--- src/rtl/sonic_vc_scheduler_if.sv ---
// Valid/ready handshake bundle between the two packet sources, the scheduler
// and the SoNIC virtual-channel multiplexer.
interface sonic_vc_scheduler_if;
    logic in0_valid;
    logic in1_valid;
    logic in0_startofpacket;
    logic in1_startofpacket;
    logic in0_endofpacket;
    logic in1_endofpacket;
    logic in0_ready;
    logic in1_ready;
    logic mux_in0_valid;
    logic mux_in1_valid;
    logic mux_in0_ready;
    logic mux_in1_ready;

    modport slave (
        input  in0_valid, in1_valid,
        input  in0_startofpacket, in1_startofpacket,
        input  in0_endofpacket, in1_endofpacket,
        input  mux_in0_ready, mux_in1_ready,
        output in0_ready, in1_ready,
        output mux_in0_valid, mux_in1_valid
    );

    modport master (
        output in0_valid, in1_valid,
        output in0_startofpacket, in1_startofpacket,
        output in0_endofpacket, in1_endofpacket,
        output mux_in0_ready, mux_in1_ready,
        input  in0_ready, in1_ready,
        input  mux_in0_valid, mux_in1_valid
    );
endinterface

--- src/rtl/sonic_vc_scheduler.sv ---
// Packet-level weighted round-robin scheduler that gates the valid/ready
// handshake of two Avalon-ST sources into the SoNIC VC multiplexer.
module sonic_vc_scheduler #(
    parameter int WEIGHT_W = 4,
    parameter int WEIGHT0  = 1,
    parameter int WEIGHT1  = 1,
    parameter int CNT_W    = 16
) (
    input  logic                 clk,
    input  logic                 reset_n,
    input  logic [1:0]           chan_en,
    sonic_vc_scheduler_if.slave  bus,
    output logic [1:0]           grant,
    output logic                 busy,
    output logic                 sop_err,
    output logic [CNT_W-1:0]     pkt_cnt0,
    output logic [CNT_W-1:0]     pkt_cnt1
);

    typedef enum logic {
        IDLE  = 1'b0,
        GRANT = 1'b1
    } state_t;

    // A weight of zero would starve its channel, so it is promoted to one.
    localparam logic [WEIGHT_W-1:0] W0_EFF = (WEIGHT0 == 0) ? WEIGHT_W'(1) : WEIGHT_W'(WEIGHT0);
    localparam logic [WEIGHT_W-1:0] W1_EFF = (WEIGHT1 == 0) ? WEIGHT_W'(1) : WEIGHT_W'(WEIGHT1);

    state_t              state, state_next;
    logic [1:0]          grant_next;
    logic                ptr, ptr_next;
    logic [WEIGHT_W-1:0] cnt, cnt_next;
    logic                first, first_next;

    logic [1:0]          valid, mux_ready, sop, eop, req, accept;
    logic                other;
    logic [WEIGHT_W-1:0] wt_ptr;
    logic                acc_any, acc_sop, acc_eop;

    assign valid     = {bus.in1_valid, bus.in0_valid};
    assign mux_ready = {bus.mux_in1_ready, bus.mux_in0_ready};
    assign sop       = {bus.in1_startofpacket, bus.in0_startofpacket};
    assign eop       = {bus.in1_endofpacket, bus.in0_endofpacket};

    assign req     = valid & chan_en;
    assign accept  = valid & mux_ready & grant;
    assign acc_any = |accept;
    assign acc_sop = |(accept & sop);
    assign acc_eop = |(accept & eop);
    assign other   = ~ptr;
    assign wt_ptr  = ptr ? W1_EFF : W0_EFF;

    assign bus.mux_in0_valid = bus.in0_valid & grant[0];
    assign bus.mux_in1_valid = bus.in1_valid & grant[1];
    assign bus.in0_ready     = bus.mux_in0_ready & grant[0];
    assign bus.in1_ready     = bus.mux_in1_ready & grant[1];

    assign busy    = |grant;
    assign sop_err = first & acc_any & ~acc_sop;

    always_ff @(posedge clk or negedge reset_n) begin
        if (!reset_n) begin
            state <= IDLE;
            grant <= 2'b00;
            ptr   <= 1'b0;
            cnt   <= '0;
            first <= 1'b0;
        end else begin
            state <= state_next;
            grant <= grant_next;
            ptr   <= ptr_next;
            cnt   <= cnt_next;
            first <= first_next;
        end
    end

    // The owner keeps its turn until its weight is spent; a spent owner is
    // still re-granted when the other channel has nothing to send.
    always_comb begin
        state_next = state;
        grant_next = grant;
        ptr_next   = ptr;
        cnt_next   = cnt;
        first_next = first;
        case (state)
            IDLE: begin
                if (req[ptr] && (cnt < wt_ptr)) begin
                    state_next = GRANT;
                    grant_next = ptr ? 2'b10 : 2'b01;
                    first_next = 1'b1;
                end else if (req[other]) begin
                    state_next = GRANT;
                    grant_next = other ? 2'b10 : 2'b01;
                    ptr_next   = other;
                    cnt_next   = '0;
                    first_next = 1'b1;
                end else if (req[ptr]) begin
                    state_next = GRANT;
                    grant_next = ptr ? 2'b10 : 2'b01;
                    cnt_next   = '0;
                    first_next = 1'b1;
                end
            end
            GRANT: begin
                if (acc_any) begin
                    first_next = 1'b0;
                end
                if (acc_eop) begin
                    state_next = IDLE;
                    grant_next = 2'b00;
                    if (cnt != {WEIGHT_W{1'b1}}) begin
                        cnt_next = cnt + WEIGHT_W'(1);
                    end
                end
            end
            default: begin
                state_next = IDLE;
                grant_next = 2'b00;
            end
        endcase
    end

    always_ff @(posedge clk or negedge reset_n) begin
        if (!reset_n) begin
            pkt_cnt0 <= '0;
            pkt_cnt1 <= '0;
        end else begin
            if (accept[0] && eop[0]) begin
                pkt_cnt0 <= pkt_cnt0 + CNT_W'(1);
            end
            if (accept[1] && eop[1]) begin
                pkt_cnt1 <= pkt_cnt1 + CNT_W'(1);
            end
        end
    end

endmodule

--- src/flat_wrapper.sv ---
// flat-port wrapper written by rule: the top's interface ports become plain ports
module sonic_vc_scheduler_flat 
#(
    parameter int WEIGHT_W = 4,
    parameter int WEIGHT0  = 1,
    parameter int WEIGHT1  = 1,
    parameter int CNT_W    = 16
)
  (clk, reset_n, chan_en, grant, busy, sop_err, pkt_cnt0, pkt_cnt1, bus_in0_valid, bus_in1_valid, bus_in0_startofpacket, bus_in1_startofpacket, bus_in0_endofpacket, bus_in1_endofpacket, bus_mux_in0_ready, bus_mux_in1_ready, bus_in0_ready, bus_in1_ready, bus_mux_in0_valid, bus_mux_in1_valid);
  sonic_vc_scheduler_if bus_i ();
  input  logic clk;
  input  logic reset_n;
  input  logic [1:0] chan_en;
  output logic [1:0] grant;
  output logic busy;
  output logic sop_err;
  output logic [CNT_W-1:0] pkt_cnt0;
  output logic [CNT_W-1:0] pkt_cnt1;
  input wire logic [$bits(bus_i.in0_valid)-1:0] bus_in0_valid;
  input wire logic [$bits(bus_i.in1_valid)-1:0] bus_in1_valid;
  input wire logic [$bits(bus_i.in0_startofpacket)-1:0] bus_in0_startofpacket;
  input wire logic [$bits(bus_i.in1_startofpacket)-1:0] bus_in1_startofpacket;
  input wire logic [$bits(bus_i.in0_endofpacket)-1:0] bus_in0_endofpacket;
  input wire logic [$bits(bus_i.in1_endofpacket)-1:0] bus_in1_endofpacket;
  input wire logic [$bits(bus_i.mux_in0_ready)-1:0] bus_mux_in0_ready;
  input wire logic [$bits(bus_i.mux_in1_ready)-1:0] bus_mux_in1_ready;
  output wire logic [$bits(bus_i.in0_ready)-1:0] bus_in0_ready;
  output wire logic [$bits(bus_i.in1_ready)-1:0] bus_in1_ready;
  output wire logic [$bits(bus_i.mux_in0_valid)-1:0] bus_mux_in0_valid;
  output wire logic [$bits(bus_i.mux_in1_valid)-1:0] bus_mux_in1_valid;
  assign bus_i.in0_valid = bus_in0_valid;
  assign bus_i.in1_valid = bus_in1_valid;
  assign bus_i.in0_startofpacket = bus_in0_startofpacket;
  assign bus_i.in1_startofpacket = bus_in1_startofpacket;
  assign bus_i.in0_endofpacket = bus_in0_endofpacket;
  assign bus_i.in1_endofpacket = bus_in1_endofpacket;
  assign bus_i.mux_in0_ready = bus_mux_in0_ready;
  assign bus_i.mux_in1_ready = bus_mux_in1_ready;
  assign bus_in0_ready = bus_i.in0_ready;
  assign bus_in1_ready = bus_i.in1_ready;
  assign bus_mux_in0_valid = bus_i.mux_in0_valid;
  assign bus_mux_in1_valid = bus_i.mux_in1_valid;
  sonic_vc_scheduler #(.WEIGHT_W(WEIGHT_W), .WEIGHT0(WEIGHT0), .WEIGHT1(WEIGHT1), .CNT_W(CNT_W)) u_core (.clk(clk), .reset_n(reset_n), .chan_en(chan_en), .bus(bus_i), .grant(grant), .busy(busy), .sop_err(sop_err), .pkt_cnt0(pkt_cnt0), .pkt_cnt1(pkt_cnt1));
endmodule
--- config.mk ---
export PLATFORM = sky130hd
export DESIGN_NAME = sonic_vc_scheduler_flat
export DESIGN_NICKNAME = d
export VERILOG_FILES = /design/src/rtl/sonic_vc_scheduler_if.sv /design/src/rtl/sonic_vc_scheduler.sv /design/src/flat_wrapper.sv
export SDC_FILE = /design/constraint.sdc
export NUM_CORES = 1
export LEC_CHECK = 0
export ABC_AREA = 1
export CAP_MARGIN = 5
export CORE_MARGIN = 2
export CORE_UTILIZATION = 46
export DETAILED_ROUTE_END_ITERATION = 6
export PLACE_DENSITY = 0.73
export SYNTH_ARGS = -nofsm -noshare
export SYNTH_HDL_FRONTEND = slang
export SYNTH_SLANG_ARGS = --single-unit
export TNS_END_PERCENT = 100
--- constraint.sdc ---
create_clock -name clk -period 1.3 [get_ports clk]
set_input_delay 0.39 -clock clk [delete_from_list [all_inputs] [get_ports clk]]
set_output_delay 0.39 -clock clk [all_outputs]
set_load 0.02 [all_outputs]
==> results of run 1 <==
[cell usage in the layout, fill, tap and decap left out, types with 2 or more instances in the layout]
master | Yosys | routed
o21ai_1 | 0 | 3
dfrtp_1 | 41 | 35
nor2_8 | 2 | 2
buf_6 | 0 | 24
nand3_1 | 13 | 8
clkdlybuf4s50_1 | 0 | 4
nor2_1 | 34 | 23
clkbuf_8 | 0 | 6
dfrtp_2 | 0 | 6
dlygate4sd2_1 | 0 | 4
nand3b_1 | 5 | 5
xnor2_1 | 8 | 8
buf_4 | 0 | 67
xor2_1 | 9 | 8
clkbuf_1 | 0 | 2
nor3_1 | 5 | 5
nand4_1 | 10 | 10
o21ai_0 | 9 | 6
ha_4 | 0 | 2
nand2_2 | 2 | 10
nand3_2 | 3 | 6
nor2_2 | 1 | 4
nand3_4 | 2 | 4
inv_2 | 1 | 7
nor2_4 | 5 | 13
buf_2 | 0 | 30
nand2_1 | 117 | 105
inv_1 | 33 | 26
nand2_4 | 2 | 6
[logic make-up (layout without fill, tap and decap cells)]
logic type,after synthesis,in the layout
flops,41,41
xor+xnor,17,17
buf+inv,34,174
fa+ha+maj,4,4
compound gates,11,11
simple gates,202,202
[cell type report]
class,instances,share of cell area [%]
sequential,41,27.1
inverter,34,3.41
timing repair buffer,132,27.3
multi-input combinational,234,37.5
tap,70,2.30
clock buffer,8,2.36
[metrics by stage]
stage | total power [mW] | util, % | cells | cell area, um^2 | hold WS, ns
after CTS | 4.86 | 71.5 | 511 | 3600 | 0.0589
after global placement | 3.77 | 70.3 | 500 | 3550 | 0.378
after floorplan | 2.70 | - | 309 | 2420 | 0.0944
after detailed placement | 3.81 | 70.3 | 500 | 3550 | 0.380
final | 5.16 | 75.6 | 519 | 3810 | 0.0488
after global routing | 5.51 | 75.6 | 519 | 3810 | 0.0749
[sequential cells by signal, indices dropped and copies added (netlist names)]
| register | count |
|---|---|
| u_core.state | 1 |
| u_core.first | 1 |
| u_core.cnt | 4 |
| u_core.ptr | 1 |
| u_core.grant | 2 |
| u_core.pkt_cnt1 | 16 |
| u_core.pkt_cnt0 | 16 |
[how the worst min path moves through the flow]
stage | from | to | depth (start not counted)
5_1_grt | reset_n | u_core.pkt_cnt0[3]$_DFFE_PN0P_ | 2
4_1_cts | reset_n | u_core.pkt_cnt1[3]$_DFFE_PN0P_ | 2
3_5_place_dp | reset_n | u_core.pkt_cnt0[3]$_DFFE_PN0P_ | 2
3_3_place_gp | reset_n | u_core.pkt_cnt0[5]$_DFFE_PN0P_ | 2
2_1_floorplan | reset_n | u_core.cnt[0]$_DFFE_PN0P_ | 0
6_report | reset_n | u_core.pkt_cnt0[3]$_DFFE_PN0P_ | 2
[routing by layer]
metal	track usage (%)	routed length, um	up-vias
li1	-	-	1245
met1	27.7	2660	1169
met2	40.6	3370	52
met3	4.76	263	8
met4	8.19	75	0
met5	0	0	-
[synth_stat cells, drive strengths merged]
| master | instances | area share [%] |
|---|---|---|
| dfrtp | 41 | 43 |
| o21ai | 9 | 1.9 |
| nand4 | 10 | 2.6 |
| xor2 | 9 | 3.3 |
| xnor2 | 8 | 2.9 |
| inv | 34 | 5.4 |
| a21oi | 1 | 0.21 |
| nor3 | 5 | 1.1 |
| nor2 | 42 | 9.7 |
| nand3b | 5 | 1.6 |
| ha | 4 | 2.1 |
| a211oi | 1 | 0.32 |
| nand2 | 121 | 20 |
| or2 | 1 | 0.26 |
| nand3 | 18 | 5.5 |
[where the power goes]
part	switching (mW)	total [mW]	internal [mW]	leakage, nW
Combinational	1.25	2.53	1.28	1.46
Sequential	0.260	1.77	1.51	0.538
Clock	0.425	0.858	0.433	0.0455
[timing repair]
action | CTS | global route
pin swaps | 11 | 34
buffers inserted | 4 | 8
gates resized for setup | 213 | 43
setup endpoints to repair | 81 | 46
==> summary.md, run 1 <==
| Metric | Value |
|---|---|
| Outcome | complete, but fails checks |
| Violated checks | negative setup slack |
| Syn avg cell area | 7.69 um^2 |
| Share of cells above drive strength 1 | 43.0% |
| Setup violations, final | 31 |
| P_leak | 2.05 nW |
| CP arrival | 1.30 ns |
| Max Cap Viol | 0 |
| RSZ-0062 raised after global routing | yes |
| IR drop worst, VDD | 0.00142 V |
| Synth-to-layout area growth | 60.5% |
| Ys Warns | 0 |
| CTS tree | built |
| Global-route wire length before repair | 10.1 mm |
| Routed vias | 2474 |
| Root Driver | clkbuf_8 |
| CP startpoint | bus_in0_startofpacket |
| Detailed Routing Iterations Pass 1 | 4 |
| Reg-to-reg endpoint | u_core.cnt[1]$_DFFE_PN0P_ |
| Yosys reg bits | 41 |
| Mux contribution to synthesized area | 0% |
| RR Startpoint | u_core.grant[0]$_DFFE_PN0P_ |
| Largest delay share family, worst path | buffers and inverters |
| Critical path endpoint | sop_err |
| Final Max Slew Viols | 0 |
| Hpwl dp | 4.34 mm |
| Synth Cell Area | 0.00238 mm^2 |
| Congestion Overflow GR | 0 |
| XOR/XNOR Fraction of Synth Area | 6.27% |
| Synth Area in Compound Gates | 2.42% |
| GRT Overall Usage | 23.0% |
| Fillcell total | 349 |
| Worst R2R Setup Slack | -0.19 ns |
| Routed wire length | 6.36 mm |
| Startpoint types | input port |
| Post-synthesis simple-gate area fraction | 40.7% |
| Cells after Synth | 309 |
| Rows | 26 |
| Tcrit/Tclk final | 130% |
| Die Area | 0.00576 mm^2 |
| Slack of the critical path | -0.386 ns |
| Largest net degree at the start of global routing | 42 |
| Die height | 75.9 um |
| Initial antenna violation count | 0 |
| DR iter-0 viols | 104 |
| Buf/Inv on CP | 3 |
| Synth Net Count | 325 |
| Max-slew headroom | 80.2% |
| Final Hold Fails | 0 |
| CTS Buf Count | 5 |
| Largest family of logic cells by synthesized area | simple AND/OR/NAND/NOR gates |
| Multi-input logic area | 0.00143 mm^2 |
| Nets | 464 |
| Reg2reg path depth | 10 |
| Later-pin clock latency in the skew report | 0.29 ns |
| DIE WIDTH | 75.9 um |
| Vias in the first global route | 2386 |
| Core area | 0.00504 mm^2 |
| Crit Path Category | input port to output port |
| Synth Area in Adders | 2.11% |
| Port Buffers | 51 |
| N_diodes | 0 |
| DR DRC count | 0 |
| Crit-path cells | clkdlybuf4s50_1, inv_1, nor2_1, a211oi_4, buf_6 |
| Setup WS pre-CTS | -1.11 ns |
| Hold WC Path Type | input port to asynchronous set/reset pin |
| Fmax | 593 MHz |
| Gp weighted congestion | 0.883 |
| Register area | 0.00103 mm^2 |
| Clock slew at reported path FFs | 0.08 ns |
| Levels on crit path | 5 |
| PwrDens | 1350 mW/mm^2 |
| Seq/Total Area, Yosys | 43.2% |
| Unique masters post-synth | 23 |
| Worst Max-Slew Pin Slew | 0.298 ns |
| Wirelength per Cell | 12.3 um |
| Skew final | 0.00934 ns |
| # clock sinks | 41 |
| Clock Path Buffers | 2 |
| H-tree Lvls | 2 |
| Starting density of the core | 47.1% |
| Antenna Nets Post-Route | 0 |
| CTS Hold Bufs | 0 |
| Slowest CP cell | clkdlybuf4s50_1 |
| Setup tns final | -4.33 ns |
| CP Capture Type | output port |
| Max FO, Critical Path | 1 |
| Final min period | 1.69 ns |
| Vias per cell | 4.77 |
| I/O pins | 52 |
| Slowest stage delay, CP | 0.40 ns |
| CP required | 0.91 ns |
Note: power is estimated with default switching activity, not from simulation.
==> run 2: changes to the inputs <==
--- a/config.mk
+++ b/config.mk
@@ -6,7 +6,7 @@
 export NUM_CORES = 1
 export LEC_CHECK = 0
 export ABC_AREA = 1
-export CAP_MARGIN = 5
+export CAP_MARGIN = 10
 export CORE_MARGIN = 2
 export CORE_UTILIZATION = 46
 export DETAILED_ROUTE_END_ITERATION = 6
==> results of run 2 <==
Final layout, timing and power as in run 1 (identical DEF).
==> run 3: changes to the inputs <==
--- a/config.mk
+++ b/config.mk
@@ -11,6 +11,7 @@
 export CORE_UTILIZATION = 46
 export DETAILED_ROUTE_END_ITERATION = 6
 export PLACE_DENSITY = 0.73
+export SETUP_SLACK_MARGIN = 0.5
 export SYNTH_ARGS = -nofsm -noshare
 export SYNTH_HDL_FRONTEND = slang
 export SYNTH_SLANG_ARGS = --single-unit
==> run 3 against run 2 <==
Compared with the run above:
- the flow finishes with violations (negative hold slack, negative setup slack)
- register-to-register slack lost 0.07 ns
- sequential power about the same
- flip-flop and latch count is the same
- worst setup slack worse by 0.13 ns
- core utilization up 12 points
- cell area rose by 15%
- clock power is 33% higher
- final cell count up 1.7%
- total power is 20% higher
- global-route usage increased by 2.5 points
- via count up 19%
- routed wire length increased by 47%
- highest routed layer unchanged
==> summary.md, run 3 (synthesized netlist as in run 1, its figures left out) <==
| Metric | Value |
|---|---|
| Hold WC Path Type | input port to asynchronous set/reset pin (unchanged) |
| Most frequent cells in the layout | 82 x nand2_1, 72 x buf_6, 56 x buf_4, 35 x dfrtp_2, 24 x inv_1 (was 105 x nand2_1, 67 x buf_4, 35 x dfrtp_1, 30 x buf_2, 26 x inv_1) |
| DIE WIDTH | 75.9 um (unchanged) |
| Root Driver | clkbuf_8 (unchanged) |
| PwrDens | 1400 mW/mm^2 (was 1350 mW/mm^2) |
| Gp weighted congestion | 0.848 (was 0.883) |
| Clock slew at reported path FFs | 0.09 ns (was 0.08 ns) |
| Final hold slack | -0.0203 ns (was 0.0488 ns) |
| Port Buffers | 51 (unchanged) |
| Global-route wire length before repair | 11.2 mm (was 10.1 mm) |
| Nets | 473 (was 464) |
| Clock Path Buffers | 2 (unchanged) |
| DP Area | 0.00361 mm^2 (was 0.00355 mm^2) |
| RR Startpoint | u_core.grant[0]$_DFFE_PN0P_ (unchanged) |
| Final Max Slew Viols | 0 (unchanged) |
| RSZ-0062 raised after global routing | yes (unchanged) |
| Worst Max-Slew Pin Slew | 0.343 ns (was 0.298 ns) |
| Biggest regs | u_core.pkt_cnt0: 16 flops, u_core.pkt_cnt1: 16 flops, u_core.cnt: 4 flops (unchanged) |
| Later-pin clock latency in the skew report | 0.31 ns (was 0.29 ns) |
| Starting density of the core | 47.1% (unchanged) |
| Die Area | 0.00576 mm^2 (unchanged) |
| Routed vias | 2952 (was 2474) |
| Crit Path Category | flip-flop to output port (was input port to output port) |
| Largest net degree at the start of global routing | 30 (was 42) |
| Rows | 26 (unchanged) |
| CP required | 0.91 ns (about the same) |
| Max Cap Viol | 0 (unchanged) |
| IR drop worst, VDD | 0.00173 V (was 0.00142 V) |
| Commonest non-fill, non-tap cell in the layout | nand2_1 (unchanged) |
| Outcome | complete, but fails checks (unchanged) |
| Synth-to-layout area growth | 85.0% (was 60.5%) |
| Max FO, Critical Path | 3 (was 1) |
| Violated checks | negative hold slack, negative setup slack (was negative setup slack) |
| Final min period | 1.82 ns (was 1.69 ns) |
| Register area | 0.00107 mm^2 (was 0.00103 mm^2) |
| DR iter-0 viols | 250 (was 104) |
| Share of cells above drive strength 1 | 59.0% (was 43.0%) |
| Startpoint types | flip-flop (was input port) |
| Routed wire length | 9.36 mm (was 6.36 mm) |
| Vias per cell | 5.59 (was 4.77) |
| Setup violations, final | 47 (was 31) |
| Fmax | 550 MHz (was 593 MHz) |
| H-tree Lvls | 2 (unchanged) |
| Final Hold Fails | 12 (was 0) |
| GRT Overall Usage | 25.5% (was 23.0%) |
| N_diodes | 0 (unchanged) |
| CP arrival | 1.43 ns (was 1.30 ns) |
| I/O pins | 52 (unchanged) |
| DR DRC count | 0 (unchanged) |
| Core area | 0.00504 mm^2 (unchanged) |
| Antenna Nets Post-Route | 0 (unchanged) |
| Die height | 75.9 um (unchanged) |
| CTS Buf Count | 5 (unchanged) |
| Fillcell total | 232 (was 349) |
| CP Capture Type | output port (unchanged) |
| Max-slew headroom | 77.0% (was 80.2%) |
| Hpwl dp | 4.44 mm (was 4.34 mm) |
| Detailed Routing Iterations Pass 1 | 5 (was 4) |
| Reg-to-reg endpoint | u_core.cnt[3]$_DFFE_PN0P_ (was u_core.cnt[1]$_DFFE_PN0P_) |
| Congestion Overflow GR | 0 (unchanged) |
| Final Instance Area | 0.00440 mm^2 (was 0.00381 mm^2) |
| Worst R2R Setup Slack | -0.26 ns (was -0.19 ns) |
| Final Util | 87.2% (was 75.6%) |
| Slack of the critical path | -0.518 ns (was -0.386 ns) |
| CTS tree | built (unchanged) |
| # clock sinks | 41 (unchanged) |
| Tcrit/Tclk final | 140% (was 130%) |
| Skew final | 0.0101 ns (was 0.00934 ns) |
| Multi-input logic area | 0.00164 mm^2 (was 0.00143 mm^2) |
| Initial antenna violation count | 0 (unchanged) |
| P_leak | 2.23 nW (was 2.05 nW) |
| Wirelength per Cell | 17.7 um (was 12.3 um) |
| Vias in the first global route | 2509 (was 2386) |
| Reg2reg path depth | 10 (unchanged) |
==> run 3: final cells by class <==
class / count / area share, %
Clock buffer: 6 / 1.88
Clock inverter: 2 / 0.854
Inverter: 34 / 2.96
Multi-Input combinational cell: 234 / 37.3
Sequential cell: 41 / 24.3
Tap cell: 70 / 1.99
Timing Repair Buffer: 141 / 30.7
==> run 3: power breakdown <==
| part | leakage (nW) | internal (mW) | switching [mW] |
|---|---|---|---|
| sequential | 0.494 | 1.52 | 0.284 |
| combinational | 1.68 | 1.52 | 1.70 |
| clock | 0.0574 | 0.626 | 0.511 |
==> run 3: timing repair <==
item | 4_1_cts | 5_1_grt
gates resized for setup | 307 | 49
buffers inserted | 18 | 12
setup endpoints to repair | 81 | 81
hold endpoints to repair | 12 | 12
pin swaps | 30 | 23
==> run 3: how the worst max path moves through the flow <==
stage | end | slack [ns] | depth (start not counted) | start
2_1_floorplan | sop_err | -0.09 | 4 | u_core.grant[1]$_DFFE_PN0P_
3_3_place_gp | sop_err | -1.03 | 6 | bus_in1_valid
3_5_place_dp | sop_err | -1.06 | 6 | bus_in1_valid
4_1_cts | sop_err | -0.37 | 4 | u_core.grant[1]$_DFFE_PN0P_
5_1_grt | sop_err | -0.50 | 4 | u_core.grant[1]$_DFFE_PN0P_
6_report | sop_err | -0.52 | 4 | u_core.grant[1]$_DFFE_PN0P_
==> run 3: metrics by stage <==
step                      setup slack (ns)  total power, mW  hold WS (ns)  cells  setup TNS (ns)
after global routing                -0.501             6.40       0.00743    528           -9.66
after detailed placement             -1.06             3.81         0.315    490          -26.04
after floorplan                    -0.0898             2.82        0.0944    309         -0.0898
after CTS                           -0.365             5.36       -0.0152    516           -4.31
final                               -0.518             6.17       -0.0203    528           -7.58
after global placement               -1.03             3.76         0.308    490          -25.22
==> run 3: worst max-delay path, cell delays in order (launching register included) <==
cell	delay [ns]
dfrtp_2	0.46
nand2_2	0.12
nor2_4	0.06
a211oi_4	0.30
buf_6	0.16
==> run 3: routing by layer <==
layer	vias to the layer above	routed length, um	global-route usage, %
met4	0	552	9.16
met5	-	0	0
met2	193	4860	43.6
met3	72	707	5.42
met1	1421	3240	31.6
li1	1266	-	-
